$ cat src/rtl/mem_arbiter_if.sv
// Bus bundle between the core's fetch/memory stages, the arbiter and the unified memory.
// The arbiter takes the slave view; the core/memory side (or a bench) takes the master view.
interface mem_arbiter_if #(
    parameter int AW = 32,
    parameter int DW = 32
);
    logic          i_req;
    logic [AW-1:0] i_addr;
    logic [DW-1:0] i_rdata;
    logic          i_valid;
    logic          d_req;
    logic          d_we;
    logic [AW-1:0] d_addr;
    logic [DW-1:0] d_wdata;
    logic [DW-1:0] d_rdata;
    logic          d_valid;
    logic          mem_en;
    logic          mem_we;
    logic [AW-1:0] mem_addr;
    logic [DW-1:0] mem_wdata;
    logic [DW-1:0] mem_rdata;
    logic          stall_f;
    logic          stall_m;

    modport slave (
        input  i_req, i_addr, d_req, d_we, d_addr, d_wdata, mem_rdata,
        output i_rdata, i_valid, d_rdata, d_valid,
               mem_en, mem_we, mem_addr, mem_wdata, stall_f, stall_m
    );

    modport master (
        output i_req, i_addr, d_req, d_we, d_addr, d_wdata, mem_rdata,
        input  i_rdata, i_valid, d_rdata, d_valid,
               mem_en, mem_we, mem_addr, mem_wdata, stall_f, stall_m
    );
endinterface

$ cat src/rtl/mem_arbiter.sv
// Round-robin arbiter sharing one single-port memory between the fetch and data ports,
// with a fixed-wait-state access sequencer and registered, one-cycle-valid read returns.
module mem_arbiter #(
    parameter int LATENCY = 2,
    parameter int AW      = 32,
    parameter int DW      = 32
) (
    input  logic          clk,
    input  logic          reset,
    mem_arbiter_if.slave  bus
);
    localparam int CW = (LATENCY > 1) ? $clog2(LATENCY) : 1;

    typedef enum logic [1:0] {IDLE, XFER, DONE} state_t;

    state_t        state, state_nxt;
    logic [CW-1:0] cnt, cnt_nxt;
    logic          last_d, last_d_nxt;
    logic          side_d, side_d_nxt;
    logic          we_l, we_l_nxt;
    logic          grant_d;
    logic          mem_en_r, mem_en_nxt;
    logic          mem_we_r, mem_we_nxt;
    logic [AW-1:0] mem_addr_r, mem_addr_nxt;
    logic [DW-1:0] mem_wdata_r, mem_wdata_nxt;
    logic [DW-1:0] i_rdata_r, i_rdata_nxt;
    logic [DW-1:0] d_rdata_r, d_rdata_nxt;
    logic          i_valid_r, i_valid_nxt;
    logic          d_valid_r, d_valid_nxt;

    always_ff @(posedge clk or negedge reset) begin
        if (!reset) begin
            state       <= IDLE;
            cnt         <= '0;
            last_d      <= 1'b0;
            side_d      <= 1'b0;
            we_l        <= 1'b0;
            mem_en_r    <= 1'b0;
            mem_we_r    <= 1'b0;
            mem_addr_r  <= '0;
            mem_wdata_r <= '0;
            i_rdata_r   <= '0;
            d_rdata_r   <= '0;
            i_valid_r   <= 1'b0;
            d_valid_r   <= 1'b0;
        end else begin
            state       <= state_nxt;
            cnt         <= cnt_nxt;
            last_d      <= last_d_nxt;
            side_d      <= side_d_nxt;
            we_l        <= we_l_nxt;
            mem_en_r    <= mem_en_nxt;
            mem_we_r    <= mem_we_nxt;
            mem_addr_r  <= mem_addr_nxt;
            mem_wdata_r <= mem_wdata_nxt;
            i_rdata_r   <= i_rdata_nxt;
            d_rdata_r   <= d_rdata_nxt;
            i_valid_r   <= i_valid_nxt;
            d_valid_r   <= d_valid_nxt;
        end
    end

    always_comb begin
        state_nxt     = state;
        cnt_nxt       = cnt;
        last_d_nxt    = last_d;
        side_d_nxt    = side_d;
        we_l_nxt      = we_l;
        grant_d       = 1'b0;
        mem_en_nxt    = 1'b0;
        mem_we_nxt    = 1'b0;
        mem_addr_nxt  = mem_addr_r;
        mem_wdata_nxt = mem_wdata_r;
        i_rdata_nxt   = i_rdata_r;
        d_rdata_nxt   = d_rdata_r;
        i_valid_nxt   = 1'b0;
        d_valid_nxt   = 1'b0;

        case (state)
            IDLE: begin
                if (bus.i_req || bus.d_req) begin
                    // On a tie the data port wins unless it had the previous grant.
                    grant_d       = bus.d_req && (!bus.i_req || !last_d);
                    side_d_nxt    = grant_d;
                    last_d_nxt    = grant_d;
                    we_l_nxt      = grant_d && bus.d_we;
                    mem_addr_nxt  = grant_d ? bus.d_addr : bus.i_addr;
                    mem_wdata_nxt = grant_d ? bus.d_wdata : '0;
                    cnt_nxt       = (grant_d && bus.d_we) ? '0 : CW'(LATENCY - 1);
                    mem_en_nxt    = 1'b1;
                    mem_we_nxt    = grant_d && bus.d_we;
                    state_nxt     = XFER;
                end
            end
            XFER: begin
                if (cnt == '0) begin
                    if (!we_l) begin
                        if (side_d) d_rdata_nxt = bus.mem_rdata;
                        else        i_rdata_nxt = bus.mem_rdata;
                    end
                    d_valid_nxt = side_d;
                    i_valid_nxt = !side_d;
                    state_nxt   = DONE;
                end else begin
                    cnt_nxt    = cnt - 1'b1;
                    mem_en_nxt = 1'b1;
                end
            end
            DONE:    state_nxt = IDLE;
            default: state_nxt = IDLE;
        endcase
    end

    assign bus.mem_en    = mem_en_r;
    assign bus.mem_we    = mem_we_r;
    assign bus.mem_addr  = mem_addr_r;
    assign bus.mem_wdata = mem_wdata_r;
    assign bus.i_rdata   = i_rdata_r;
    assign bus.d_rdata   = d_rdata_r;
    assign bus.i_valid   = i_valid_r;
    assign bus.d_valid   = d_valid_r;
    assign bus.stall_f   = bus.i_req & ~i_valid_r;
    assign bus.stall_m   = bus.d_req & ~d_valid_r;
endmodule

$ cat src/flat_wrapper.sv
// flat-port wrapper written by rule: the top's interface ports become plain ports
module mem_arbiter_flat 
#(
    parameter int LATENCY = 2,
    parameter int AW      = 32,
    parameter int DW      = 32
)
  (clk, reset, bus_i_req, bus_i_addr, bus_d_req, bus_d_we, bus_d_addr, bus_d_wdata, bus_mem_rdata, bus_i_rdata, bus_i_valid, bus_d_rdata, bus_d_valid, bus_mem_en, bus_mem_we, bus_mem_addr, bus_mem_wdata, bus_stall_f, bus_stall_m);
  mem_arbiter_if #(.AW(AW), .DW(DW)) bus_i ();
  input  logic clk;
  input  logic reset;
  input wire logic [$bits(bus_i.i_req)-1:0] bus_i_req;
  input wire logic [$bits(bus_i.i_addr)-1:0] bus_i_addr;
  input wire logic [$bits(bus_i.d_req)-1:0] bus_d_req;
  input wire logic [$bits(bus_i.d_we)-1:0] bus_d_we;
  input wire logic [$bits(bus_i.d_addr)-1:0] bus_d_addr;
  input wire logic [$bits(bus_i.d_wdata)-1:0] bus_d_wdata;
  input wire logic [$bits(bus_i.mem_rdata)-1:0] bus_mem_rdata;
  output wire logic [$bits(bus_i.i_rdata)-1:0] bus_i_rdata;
  output wire logic [$bits(bus_i.i_valid)-1:0] bus_i_valid;
  output wire logic [$bits(bus_i.d_rdata)-1:0] bus_d_rdata;
  output wire logic [$bits(bus_i.d_valid)-1:0] bus_d_valid;
  output wire logic [$bits(bus_i.mem_en)-1:0] bus_mem_en;
  output wire logic [$bits(bus_i.mem_we)-1:0] bus_mem_we;
  output wire logic [$bits(bus_i.mem_addr)-1:0] bus_mem_addr;
  output wire logic [$bits(bus_i.mem_wdata)-1:0] bus_mem_wdata;
  output wire logic [$bits(bus_i.stall_f)-1:0] bus_stall_f;
  output wire logic [$bits(bus_i.stall_m)-1:0] bus_stall_m;
  assign bus_i.i_req = bus_i_req;
  assign bus_i.i_addr = bus_i_addr;
  assign bus_i.d_req = bus_d_req;
  assign bus_i.d_we = bus_d_we;
  assign bus_i.d_addr = bus_d_addr;
  assign bus_i.d_wdata = bus_d_wdata;
  assign bus_i.mem_rdata = bus_mem_rdata;
  assign bus_i_rdata = bus_i.i_rdata;
  assign bus_i_valid = bus_i.i_valid;
  assign bus_d_rdata = bus_i.d_rdata;
  assign bus_d_valid = bus_i.d_valid;
  assign bus_mem_en = bus_i.mem_en;
  assign bus_mem_we = bus_i.mem_we;
  assign bus_mem_addr = bus_i.mem_addr;
  assign bus_mem_wdata = bus_i.mem_wdata;
  assign bus_stall_f = bus_i.stall_f;
  assign bus_stall_m = bus_i.stall_m;
  mem_arbiter #(.LATENCY(LATENCY), .AW(AW), .DW(DW)) u_core (.clk(clk), .reset(reset), .bus(bus_i));
endmodule
$ cat config.mk
export PLATFORM = sky130hd
export DESIGN_NAME = mem_arbiter_flat
export DESIGN_NICKNAME = d
export VERILOG_FILES = /design/src/rtl/mem_arbiter_if.sv /design/src/rtl/mem_arbiter.sv /design/src/flat_wrapper.sv
export SDC_FILE = /design/constraint.sdc
export NUM_CORES = 1
export LEC_CHECK = 0
export CAP_MARGIN = 20
export CORE_MARGIN = 2
export CORE_UTILIZATION = 40
export CTS_BUF_LIST = sky130_fd_sc_hd__clkbuf_8
export CTS_CLUSTER_DIAMETER = 30
export DETAILED_ROUTE_END_ITERATION = 6
export MAX_ROUTING_LAYER = met4
export PLACE_DENSITY = 0.8
export SLEW_MARGIN = 10
export SYNTH_ARGS = -nofsm -noshare
export SYNTH_HDL_FRONTEND = slang
export SYNTH_SLANG_ARGS = --single-unit
$ cat constraint.sdc
create_clock -name clk -period 5.3 [get_ports clk]
set_input_delay 0.53 -clock clk [delete_from_list [all_inputs] [get_ports clk]]
set_output_delay 0.53 -clock clk [all_outputs]
set_load 0.02 [all_outputs]
* Word-level counts from Yosys, hierarchy flattened
Index checks and enable logic that the tools add are counted.
** Cells by class
- Add/subtract/negate cells :: 1
- Multiply operators :: 0
- Divide/modulo/power cells :: 0
- $lt $le $gt $ge :: 0
- Equality and inequality tests :: 3
- Shifts and indexed selects :: 0
- Multiplexer cells :: 18
- Bitwise gates (word level) :: 7
- Reduce and logical (&&, ||, !) cells :: 13
** Operator list (number)
- $mux W32 :: 2
- $mux W1 :: 11
- $reduce_and A4 Y1 :: 2
- $reduce_and A2 Y1 :: 3
- $not A1 Y1 :: 5
- $mux W2 :: 2
- $pmux W1 S2 :: 2
- $pmux W2 S2 :: 1
- $and A1 B1 Y1 :: 2
- $eq A2 B1 Y1 const B :: 1
- $logic_and A1 B1 Y1 :: 2
- $logic_not A1 Y1 :: 2
- $logic_not A2 Y1 :: 1
- $logic_or A1 B1 Y1 :: 2
- $ne A2 B1 Y1 const B :: 1
- $ne A2 B2 Y1 const B :: 1
- $reduce_bool A2 Y1 :: 1
- $sub A1 B1 Y1 const B :: 1
** Word-level totals
- Bits in registers :: 137
- Latch bits :: 0
- RAM bits :: 0
- Memory bits (read-only) :: 0
- Input bits :: 133
- Memories kept :: 0

* Depth between registers and ports, before layout
- Depth after elaboration :: 7
- Depth in mapped cells :: 6

* Worst setup path after synthesis
No wires, ideal clock.
- Path type :: flip-flop to flip-flop
- From :: register u_core.state[1]
- To :: register u_core.i_rdata_r[10], in the netlist u_core.bus.i_rdata[10]
- Data arrival time :: 1.558 ns
- Required time :: 5.175 ns
- Slack :: 3.617 ns
- Stages on the path, launching flop included :: 5
- Clock period less this slack :: 1.683 ns
- Path through :: dfrtp_1 or3b_4 nor3_4 buf_4 mux2_2
** Between the ends
- Word-level cells in the longest chain between the ends :: 2
** Ends and longest elaborated chain
- start, declared :: RTL line mem_arbiter.sv:16 : state_t state, state_nxt;
- start signal, assigned :: RTL line mem_arbiter.sv:47 : state <= state_nxt;
- $eq A2 B1 Y1 :: RTL line mem_arbiter.sv:79 : case (state)
- $reduce_and A4 Y1 (no line)
- end signal, assigned :: RTL line mem_arbiter.sv:56 : i_rdata_r <= i_rdata_nxt;
- end, declared :: RTL line mem_arbiter.sv:26 : logic [DW-1:0] i_rdata_r, i_rdata_nxt;
No other way between the ends.
A chain may end at the register's enable or synchronous reset.

* Worst setup path in the final report
- From :: input port bus_i_req
- To :: output port bus_stall_f
** Between the ends
- Word-level cells in the longest chain between the ends :: 1
** Ends and longest elaborated chain
- start, declared :: RTL line flat_wrapper.sv:12 : input wire logic [$bits(bus_i.i_req)-1:0] bus_i_req;
- $and A1 B1 Y1 :: RTL line mem_arbiter.sv:122 : assign bus.stall_f = bus.i_req & ~i_valid_r;
- end, declared :: RTL line flat_wrapper.sv:27 : output wire logic [$bits(bus_i.stall_f)-1:0] bus_stall_f;
No other way between the ends.

==> impl_results.md <==
- Routed via count: 4335
- Leak Pwr: 3.592 nW
- Number of antenna violations at the first check in global routing: 0
- CTS sink cnt: 137
- Chip Width: 119.5 um
- Clock Tree Root: clkbuf_8
- Met1 usage: 25.85%
- Setup crit start kind: primary input
- # resized after CTS: 0
- Commonest non-fill, non-tap cell in the layout: clkdlybuf4s50_1
- GRT Total Usage: 21.57%
- Max cap viols: 0
- Fin crit share: 46.73%
- Post-synthesis cell count: 417
- Worst clock skew: 0.01405 ns
- N_diodes: 0
- Final core occ: 64.96%
- Final setup fails: 0
- Final HPWL DP: 10810 um
- Hold-fix buffers, CTS: 0
- RSZ-0062 raised after global routing: no
- Iter 0 DRT Violations: 346
- Final Hold Vio Count: 0
- Crit-path max FO: 5
- I/O Buffers: 266
- Initial core utilization: 40.63%
- Post-synthesis sequential area ratio: 64.23%
- Routed wire length per instance: 17.22 um
- Most used routing layer: met2
- Met2 Resource Use GR: 35.04%
- Post-synthesis cell type count: 25
- CTS tree: yes
- RePlAce Congestion: 0.8166
- Tmin final: 2.477 ns
- Ys Warns: 0
- CP Class: in -> out
- Number of buffers inserted by post-CTS setup repair: 0
- FP Rows: 42
- Final hold slack: 0.1439 ns
- Die ar.: 14280 um^2
- Synth Net Count: 550
- Area grow syn2layout: 59.89%
- First-pass GRT wire length: 23220 um
- Drt pass-1 iters: 4
- WL final: 14930 um
- Worst vdd ir: 0.0002771 V
- Final ANT Viol Nets: 0
- Max clock buf depth: 2
- Status: finished clean
- Synthesized area: 5338 um^2
- Avg Inst Size Synth: 12.80 um^2
- Largest net degree at the start of global routing: 89
- Worst Path Arrival: 1.95 ns
- Clock Pin Slew Worst Setup and Hold Paths: 0.07 ns
- Fmax achieved: 403.8 MHz
- Relative slew slack: 27.25%
- Vias in the first global route: 4471
- Layout Nets: 811
- TritonCTS Buffers: 17
- Die Ht: 119.5 um
- Slew of the pin with the lowest slew margin: 1.091 ns
- Power Density: 636.9 nW/um^2
- Clock H-tree levels: 4
- Via density: 5.000
- Slew Limit Fails: 0
- Skew-Pair Late Insertion Delay: 0.42 ns
- # DRC: 0
- Tightest Hold Check Type: in -> async
- Core area: 13140 um^2
- GRT overflow: 0
- Crit end category: output pin
- I/O pins: 267
- Met3 usage: 6.036%
- Most frequent cells in the layout: 265 x clkdlybuf4s50_1, 137 x dfrtp_1, 65 x nand2_1
- Ratio of cells with drive above 1 in the final layout: 11.29%
- Synthesized flop and latch total: 137
- Setup TNS: 0 ns
- Critical Path RT: 4.77 ns
[cells in the mapped netlist]
master | n | area share (%)
a21oi_1 | 32 | 3.0
a31oi_1 | 32 | 3.8
a21boi_1 | 1 | 0.14
inv_2 | 1 | 0.070
and3_1 | 1 | 0.12
nor3_2 | 1 | 0.19
nor2b_1 | 3 | 0.35
a21bo_1 | 1 | 0.19
a22o_1 | 32 | 5.3
nor3_1 | 3 | 0.28
mux2_2 | 32 | 6.8
buf_4 | 3 | 0.42
or3b_4 | 1 | 0.21
nand3b_2 | 1 | 0.21
nor2_1 | 2 | 0.14
nor3_4 | 1 | 0.30
nand2_1 | 65 | 4.6
clkbuf_1 | 21 | 1.5
a21o_1 | 2 | 0.28
buf_2 | 7 | 0.66
mux2_1 | 32 | 6.8
or2_2 | 1 | 0.12
o21ai_0 | 2 | 0.19
dfrtp_1 | 137 | 64
and2_1 | 3 | 0.35
[power by group]
group / switching, W / total, W / internal (W) / leakage [nW]
logic: 0.00137 / 0.00278 / 0.00140 / 1.77
registers: 0.000320 / 0.00189 / 0.00157 / 1.64
clock network: 0.000399 / 0.000770 / 0.000370 / 0.179
[worst paths after layout]
kind / slack (ns) / from / depth (start not counted) / endpoint
max in group asynchronous: 3.97 / reset / 2 / u_core.bus.mem_wdata[31]
setup / recovery: 2.82 / bus_i_req / 3 / bus_stall_f
setup reg to reg: 2.84 / u_core.state[0] / 4 / u_core.bus.d_rdata[6]
hold reg to reg: 0.49 / u_core.bus.i_rdata[5] / 1 / u_core.bus.i_rdata[5]
hold / removal: 0.14 / reset / 1 / u_core.bus.d_rdata[21]
min in group clk: 0.49 / u_core.bus.i_rdata[5] / 1 / u_core.bus.i_rdata[5]
[through the flow]
step | total power (W) | setup slack [ns] | cells | area [um^2]
global placement | 0.004587 | 2.295 | 832 | 8128
global route | 0.005729 | 2.720 | 867 | 8534
floorplan | 0.003279 | 3.617 | 417 | 5338
finish | 0.005436 | 2.823 | 867 | 8534
detailed placement | 0.004675 | 2.176 | 832 | 8128
CTS | 0.005454 | 2.618 | 864 | 8489
[layer usage]
metal	vias to the layer above	routed length, um
met2	222	7304
met5	-	0
li1	2013	-
met1	2075	6195
met3	25	1085
met4	0	346
[cell type report]
type	count	area [um^2]
well taps	176	220.2
clock inverters	15	127.6
clock buffers	17	234.0
flip-flops and latches	137	3428
repair buffers	273	2739
multi-input cells	248	1782
inverters	1	3.754
fillers	1022	4603
[cell families (layout without fill, tap and decap cells)]
logic type | after synthesis | after routing | synth area share (%)
AOI/OAI and AO/OA | 102 | 102 | 12.80
muxes | 64 | 64 | 13.50
and+or+nand+nor | 82 | 82 | 6.845
buffers and inverters | 32 | 306 | 2.625
DFF | 137 | 137 | 64.23
[flip-flops by register name (all words and copies together) (netlist names), 2 cells and up]
register,count
u_core.bus.d_rdata,32
u_core.bus.i_rdata,32
u_core.bus.mem_addr,32
u_core.bus.mem_wdata,32
u_core.state,2
[worst max-delay path, cell delays in order]
cell,delay [ns]
clkdlybuf4s50_1,0.56
nor2b_1,0.20
clkdlybuf4s50_1,0.66
No activity file was read; power rests on OpenSTA's default activity.
